`src/rtl/sram_bank_arbiter.sv`:
```
// sram_bank_arbiter: routes two requesters onto a bank of dual-port SRAM macros.
// Conflicts are resolved round-robin; everything else is granted in the same cycle.
module sram_bank_arbiter #(
    parameter int NUM_BANKS       = 4,
    parameter int BANK_ADDR_WIDTH = 9,
    parameter int DATA_WIDTH      = 32,
    parameter int NUM_WMASKS      = 4,
    parameter bit INTERLEAVED     = 1'b0,
    parameter int ADDR_WIDTH      = BANK_ADDR_WIDTH + $clog2(NUM_BANKS)
) (
    input  logic                                  clk_i,
    input  logic                                  rst_ni,
    input  logic                                  a_req_i,
    output logic                                  a_gnt_o,
    input  logic [ADDR_WIDTH-1:0]                 a_addr_i,
    input  logic                                  a_we_i,
    input  logic [NUM_WMASKS-1:0]                 a_be_i,
    input  logic [DATA_WIDTH-1:0]                 a_wdata_i,
    output logic                                  a_rvalid_o,
    output logic [DATA_WIDTH-1:0]                 a_rdata_o,
    input  logic                                  b_req_i,
    output logic                                  b_gnt_o,
    input  logic [ADDR_WIDTH-1:0]                 b_addr_i,
    input  logic                                  b_we_i,
    input  logic [NUM_WMASKS-1:0]                 b_be_i,
    input  logic [DATA_WIDTH-1:0]                 b_wdata_i,
    output logic                                  b_rvalid_o,
    output logic [DATA_WIDTH-1:0]                 b_rdata_o,
    output logic [NUM_BANKS-1:0]                  sram_clk0_o,
    output logic [NUM_BANKS-1:0]                  sram_clk1_o,
    output logic [NUM_BANKS-1:0]                  sram_csb0_o,
    output logic [NUM_BANKS-1:0]                  sram_web0_o,
    output logic [NUM_BANKS*NUM_WMASKS-1:0]       sram_wmask0_o,
    output logic [NUM_BANKS*BANK_ADDR_WIDTH-1:0]  sram_addr0_o,
    output logic [NUM_BANKS*DATA_WIDTH-1:0]       sram_din0_o,
    input  logic [NUM_BANKS*DATA_WIDTH-1:0]       sram_dout0_i,
    output logic [NUM_BANKS-1:0]                  sram_csb1_o,
    output logic [NUM_BANKS*BANK_ADDR_WIDTH-1:0]  sram_addr1_o,
    input  logic [NUM_BANKS*DATA_WIDTH-1:0]       sram_dout1_i
);
    localparam int BW = $clog2(NUM_BANKS);

    logic [BW-1:0]              a_bank, b_bank, a_bank_q, b_bank_q;
    logic [BANK_ADDR_WIDTH-1:0] a_row, b_row;
    logic                       conflict, prio, a_we_q, b_we_q;

    if (INTERLEAVED) begin : g_lsb
        assign a_bank = a_addr_i[BW-1:0];
        assign b_bank = b_addr_i[BW-1:0];
        assign a_row  = a_addr_i[ADDR_WIDTH-1:BW];
        assign b_row  = b_addr_i[ADDR_WIDTH-1:BW];
    end else begin : g_msb
        assign a_bank = a_addr_i[ADDR_WIDTH-1 -: BW];
        assign b_bank = b_addr_i[ADDR_WIDTH-1 -: BW];
        assign a_row  = a_addr_i[BANK_ADDR_WIDTH-1:0];
        assign b_row  = b_addr_i[BANK_ADDR_WIDTH-1:0];
    end

    // B reads live on port 1, so only port-0 sharing or a same-word read-during-write collide
    assign conflict = a_req_i && b_req_i && a_bank == b_bank &&
                      (b_we_i || (a_we_i && a_row == b_row));
    assign a_gnt_o  = a_req_i && (!conflict || !prio);
    assign b_gnt_o  = b_req_i && (!conflict || prio);

    assign sram_clk0_o = {NUM_BANKS{clk_i}};
    assign sram_clk1_o = {NUM_BANKS{clk_i}};

    always_comb begin
        sram_csb0_o   = '1;
        sram_web0_o   = '1;
        sram_wmask0_o = '0;
        sram_addr0_o  = '0;
        sram_din0_o   = '0;
        sram_csb1_o   = '1;
        sram_addr1_o  = '0;
        for (int k = 0; k < NUM_BANKS; k++) begin
            if (a_gnt_o && a_bank == BW'(k)) begin
                sram_csb0_o[k]                                        = 1'b0;
                sram_web0_o[k]                                        = !a_we_i;
                sram_wmask0_o[k*NUM_WMASKS +: NUM_WMASKS]             = a_be_i;
                sram_addr0_o[k*BANK_ADDR_WIDTH +: BANK_ADDR_WIDTH]    = a_row;
                sram_din0_o[k*DATA_WIDTH +: DATA_WIDTH]               = a_wdata_i;
            end else if (b_gnt_o && b_we_i && b_bank == BW'(k)) begin
                sram_csb0_o[k]                                        = 1'b0;
                sram_web0_o[k]                                        = 1'b0;
                sram_wmask0_o[k*NUM_WMASKS +: NUM_WMASKS]             = b_be_i;
                sram_addr0_o[k*BANK_ADDR_WIDTH +: BANK_ADDR_WIDTH]    = b_row;
                sram_din0_o[k*DATA_WIDTH +: DATA_WIDTH]               = b_wdata_i;
            end
            if (b_gnt_o && !b_we_i && b_bank == BW'(k)) begin
                sram_csb1_o[k]                                        = 1'b0;
                sram_addr1_o[k*BANK_ADDR_WIDTH +: BANK_ADDR_WIDTH]    = b_row;
            end
        end
    end

    always_ff @(posedge clk_i or negedge rst_ni) begin
        if (!rst_ni) begin
            prio       <= 1'b0;
            a_rvalid_o <= 1'b0;
            b_rvalid_o <= 1'b0;
            a_bank_q   <= '0;
            b_bank_q   <= '0;
            a_we_q     <= 1'b0;
            b_we_q     <= 1'b0;
        end else begin
            prio       <= conflict ? !prio : prio;
            a_rvalid_o <= a_gnt_o;
            b_rvalid_o <= b_gnt_o;
            a_bank_q   <= a_bank;
            b_bank_q   <= b_bank;
            a_we_q     <= a_we_i;
            b_we_q     <= b_we_i;
        end
    end

    // B's port is implied by its registered write flag: reads came from port 1
    assign a_rdata_o = (a_rvalid_o && !a_we_q) ? sram_dout0_i[a_bank_q*DATA_WIDTH +: DATA_WIDTH] : '0;
    assign b_rdata_o = (b_rvalid_o && !b_we_q) ? sram_dout1_i[b_bank_q*DATA_WIDTH +: DATA_WIDTH] : '0;
endmodule

```
`config.mk`:
```
export PLATFORM = sky130hd
export DESIGN_NAME = sram_bank_arbiter
export DESIGN_NICKNAME = d
export VERILOG_FILES = /design/src/rtl/sram_bank_arbiter.sv
export SDC_FILE = /design/constraint.sdc
export NUM_CORES = 1
export LEC_CHECK = 0
export BUFFER_PORTS_ARGS = -buffer_cell sky130_fd_sc_hd__buf_2
export CAP_MARGIN = 20
export CORE_AREA = 2 2 254 256
export DETAILED_ROUTE_END_ITERATION = 16
export DIE_AREA = 0 0 256 258
export PLACE_DENSITY_LB_ADDON = 0.2
export SKIP_CTS_REPAIR_TIMING = 1
export SLEW_MARGIN = 20
export SYNTH_ARGS = -nofsm -noshare
export SYNTH_HDL_FRONTEND = slang
export SYNTH_SLANG_ARGS = --single-unit
```
`constraint.sdc`:
```
create_clock -name clk_i -period 2.9 [get_ports clk_i]
set_input_delay 0.58 -clock clk_i [delete_from_list [all_inputs] [get_ports clk_i]]
set_output_delay 0.58 -clock clk_i [all_outputs]
set_load 0.02 [all_outputs]
```
==> impl_metrics.yaml <==
status:
  status: "finished with violations"
  violations: "setup timing"
critical_path:
  r2r-end: "b_rvalid_o"
  path_common_cell: "buf_6"
  crit_buf_inv: 6
  slowest_stage: "o31a_1"
  worst_path_largest_cell_delay_ns: 0.33
  arrival_ns: 2.57
  cp-end-kind: "primary output"
  ff2ff_path_depth: 3
  regToRegStartpoint: "prio"
  crit_path_max_fanout: 7
  crit_path_start_kind: "input pin"
  r2r_slack_ns: 1.27
  crit_chain: "buf_6 > xnor2_2 > nand4_1 > buf_4 > o31a_1 > buf_6 > o21ai_4 > buf_12 > buf_12 > o22a_1 > buf_6"
  crit_type: "in -> out"
  required_ns: 2.32
  cp_top_family: "buffers and inverters"
yosys:
  syn_avg_cell_area_um2: 7.49
  post-synth-top-count-cell: "o22ai_1"
  synth-main-ff-cell: "dfrtp_1"
  seq_area_frac_synth: 0.0501
  synth_edf_count: 0
  synth.distinct_cells: 28
  synth_warnings: 0
  syn_nets: 956
  yosys_register_bits: 9
  synth_top_area_frac: 0.321
  synth_top_area_cell: "mux4_2"
  synth_commonest_cells: "o22ai_1 (180), nand2_1 (112), nor2b_1 (69)"
  synthCells: 600
  netlist_area_mm2: 0.00449
  synthArstFlopShare: 1.00
  yosys-top-cells-area: "mux4_2 (32%), o22ai_1 (25%), nor2b_1 (9.6%)"
cts:
  worst_setup_hold_path_clk_slew_ns: 0.04
  insertion_delay_ns: 0.34
  cts_tree: "yes"
global_route:
  antenna_found_initial: 11
  grt_max_degree: 48
  grt_pass1_wl_um: 59900
  grtUsageTotal: 0.121
  grt_overflow_total: 0
  grt_pass1_vias: 8671
final_layout:
  areaGrowthSynthToFinish_pct: 145
  layout-drive-gt1-share: 0.710
  post-route-util: 0.173
  final_cell_area_mm2: 0.0110
  nets: 1654
  fillers: 7317
die:
  fp.dieW_um: 256
  initial_core_util: 0.0706
  ios: 660
  fp.coreArea_mm2: 0.0636
  die_h_um: 258
  rows: 93
  die_area_mm2: 0.0660
worst_hold_path:
  holdCritPathClass: "in -> async"
timing:
  fin_crit_ns: 3.15
  worst_clock_skew_ns: 0.000312
  setup_violations: 225
  rsz0062_at_grt: "yes"
  max-slew-margin-rel: 0.416
  fmax_mhz: 317
  final.period_utilization: 1.09
  hold_viol_final: 0
  tightest_slew_ns: 0.876
  worst_slack_ns: -0.250
  fin_hold_ws_ns: 0.0816
  maxSlewViolCount: 0
place:
  port_buffers: 659
  hpwl_um: 37000
  placed_cell_area_mm2: 0.00970
  place_ws_ns: -0.526
  gp_routability_congestion: 0.952
pwr:
  max-vdd-ir-drop_v: 0.000192
  fin_total_pwr_w: 0.00265
  power_density_mw_per_mm2: 240
  p_leak_nw: 5.15
drt:
  drt_pass1_iterations: 4
  num_vias: 8328
  route.detailed.drc: 0
  ant_nets: 0
  drt_iter0_markers: 408
  wl_um: 44700
  wl_per_cell_um: 20.8
  avgViaCountPerCell: 3.87
run:
  cap_violations: 0
stage by stage:
stage,setup TNS (ns),instances
after floorplan,-0.669,600
after global placement,-80.83,2133
after detailed placement,-75.61,2133
after CTS,-79.61,2141
after global routing,-56.62,2152
final,-31.66,2153
layout make-up:
cell class | count | area (um2) | share of cell area
timing repair buffer | 762 | 5020 | 0.456
tap | 855 | 1070 | 0.0972
clock buffer | 16 | 219 | 0.0199
inverter | 3 | 11.3 | 0.00102
sequential | 9 | 228 | 0.0207
antenna | 1 | 2.50 | 0.000227
multi-input combinational | 507 | 4450 | 0.405
worst reg2reg max path, stage by stage (launching register included):
cell     delay (ns)
dfrtp_1        0.41
or4_4          0.58
buf_4          0.19
o21a_1         0.28
routing by layer:
layer	vias to the layer above	global-route usage	wire length [um]
met3	63	0.0240	2900
li1	3741	-	-
met5	-	0	23
met4	4	0.0265	1000
met2	508	0.238	24100
met1	4012	0.133	16600
where the power goes:
part,leakage (nW),switching (W),internal (W)
clock network,0.119,0.000315,0.000498
registers,0.103,0.0000247,0.000139
logic,4.93,0.000888,0.000780
total,5.15,0.00123,0.00142
cells by family (layout without fill, tap and decap cells):
| logic type | after synthesis | count (layout) | share of synthesized area |
|---|---|---|---|
| other | 0 | 1 | 0 |
| muxes | 64 | 64 | 0.321 |
| AOI/OAI and AO/OA | 196 | 196 | 0.278 |
| buffers and inverters | 87 | 781 | 0.0830 |
| DFF | 9 | 9 | 0.0501 |
| xor gates and xnor gates | 12 | 12 | 0.0234 |
| and+or+nand+nor | 232 | 235 | 0.245 |
flip-flops by register name (all words and copies together), names as in the netlist:
| signal | count |
|---|---|
| a_we_q | 1 |
| b_rvalid_o | 1 |
| a_rvalid_o | 1 |
| a_bank_q | 2 |
| prio | 1 |
| b_we_q | 1 |
| b_bank_q | 2 |
cell usage in the layout, fill, tap and decap left out, types with 4 or more instances in the layout:
master / count
nand2_4: 4
xnor2_1: 5
clkbuf_16: 10
dfrtp_1: 7
o22a_1: 8
o22ai_4: 9
nor2_1: 12
nor2b_1: 69
and2_4: 10
xnor2_2: 4
mux4_2: 64
buf_2: 583
nor2_4: 13
nor2_2: 4
buf_8: 4
buf_4: 78
nand2_1: 105
o22ai_2: 15
buf_12: 31
buf_6: 71
o22ai_1: 156
how the worst max path moves through the flow:
| stage | endpoint | slack [ns] | cells past startpoint | from |
|---|---|---|---|---|
| global placement | sram_addr0_o[8] | -0.55 | 10 | b_addr_i[6] |
| detailed placement | sram_addr0_o[8] | -0.53 | 10 | b_addr_i[6] |
| CTS | sram_addr0_o[8] | -0.54 | 10 | b_addr_i[6] |
| finish | sram_web0_o[0] | -0.25 | 11 | a_addr_i[7] |
| global route | sram_addr0_o[8] | -0.36 | 11 | a_addr_i[7] |
| floorplan | sram_addr1_o[0] | -0.07 | 9 | b_addr_i[10] |
Power figures use the tool's default switching activity.
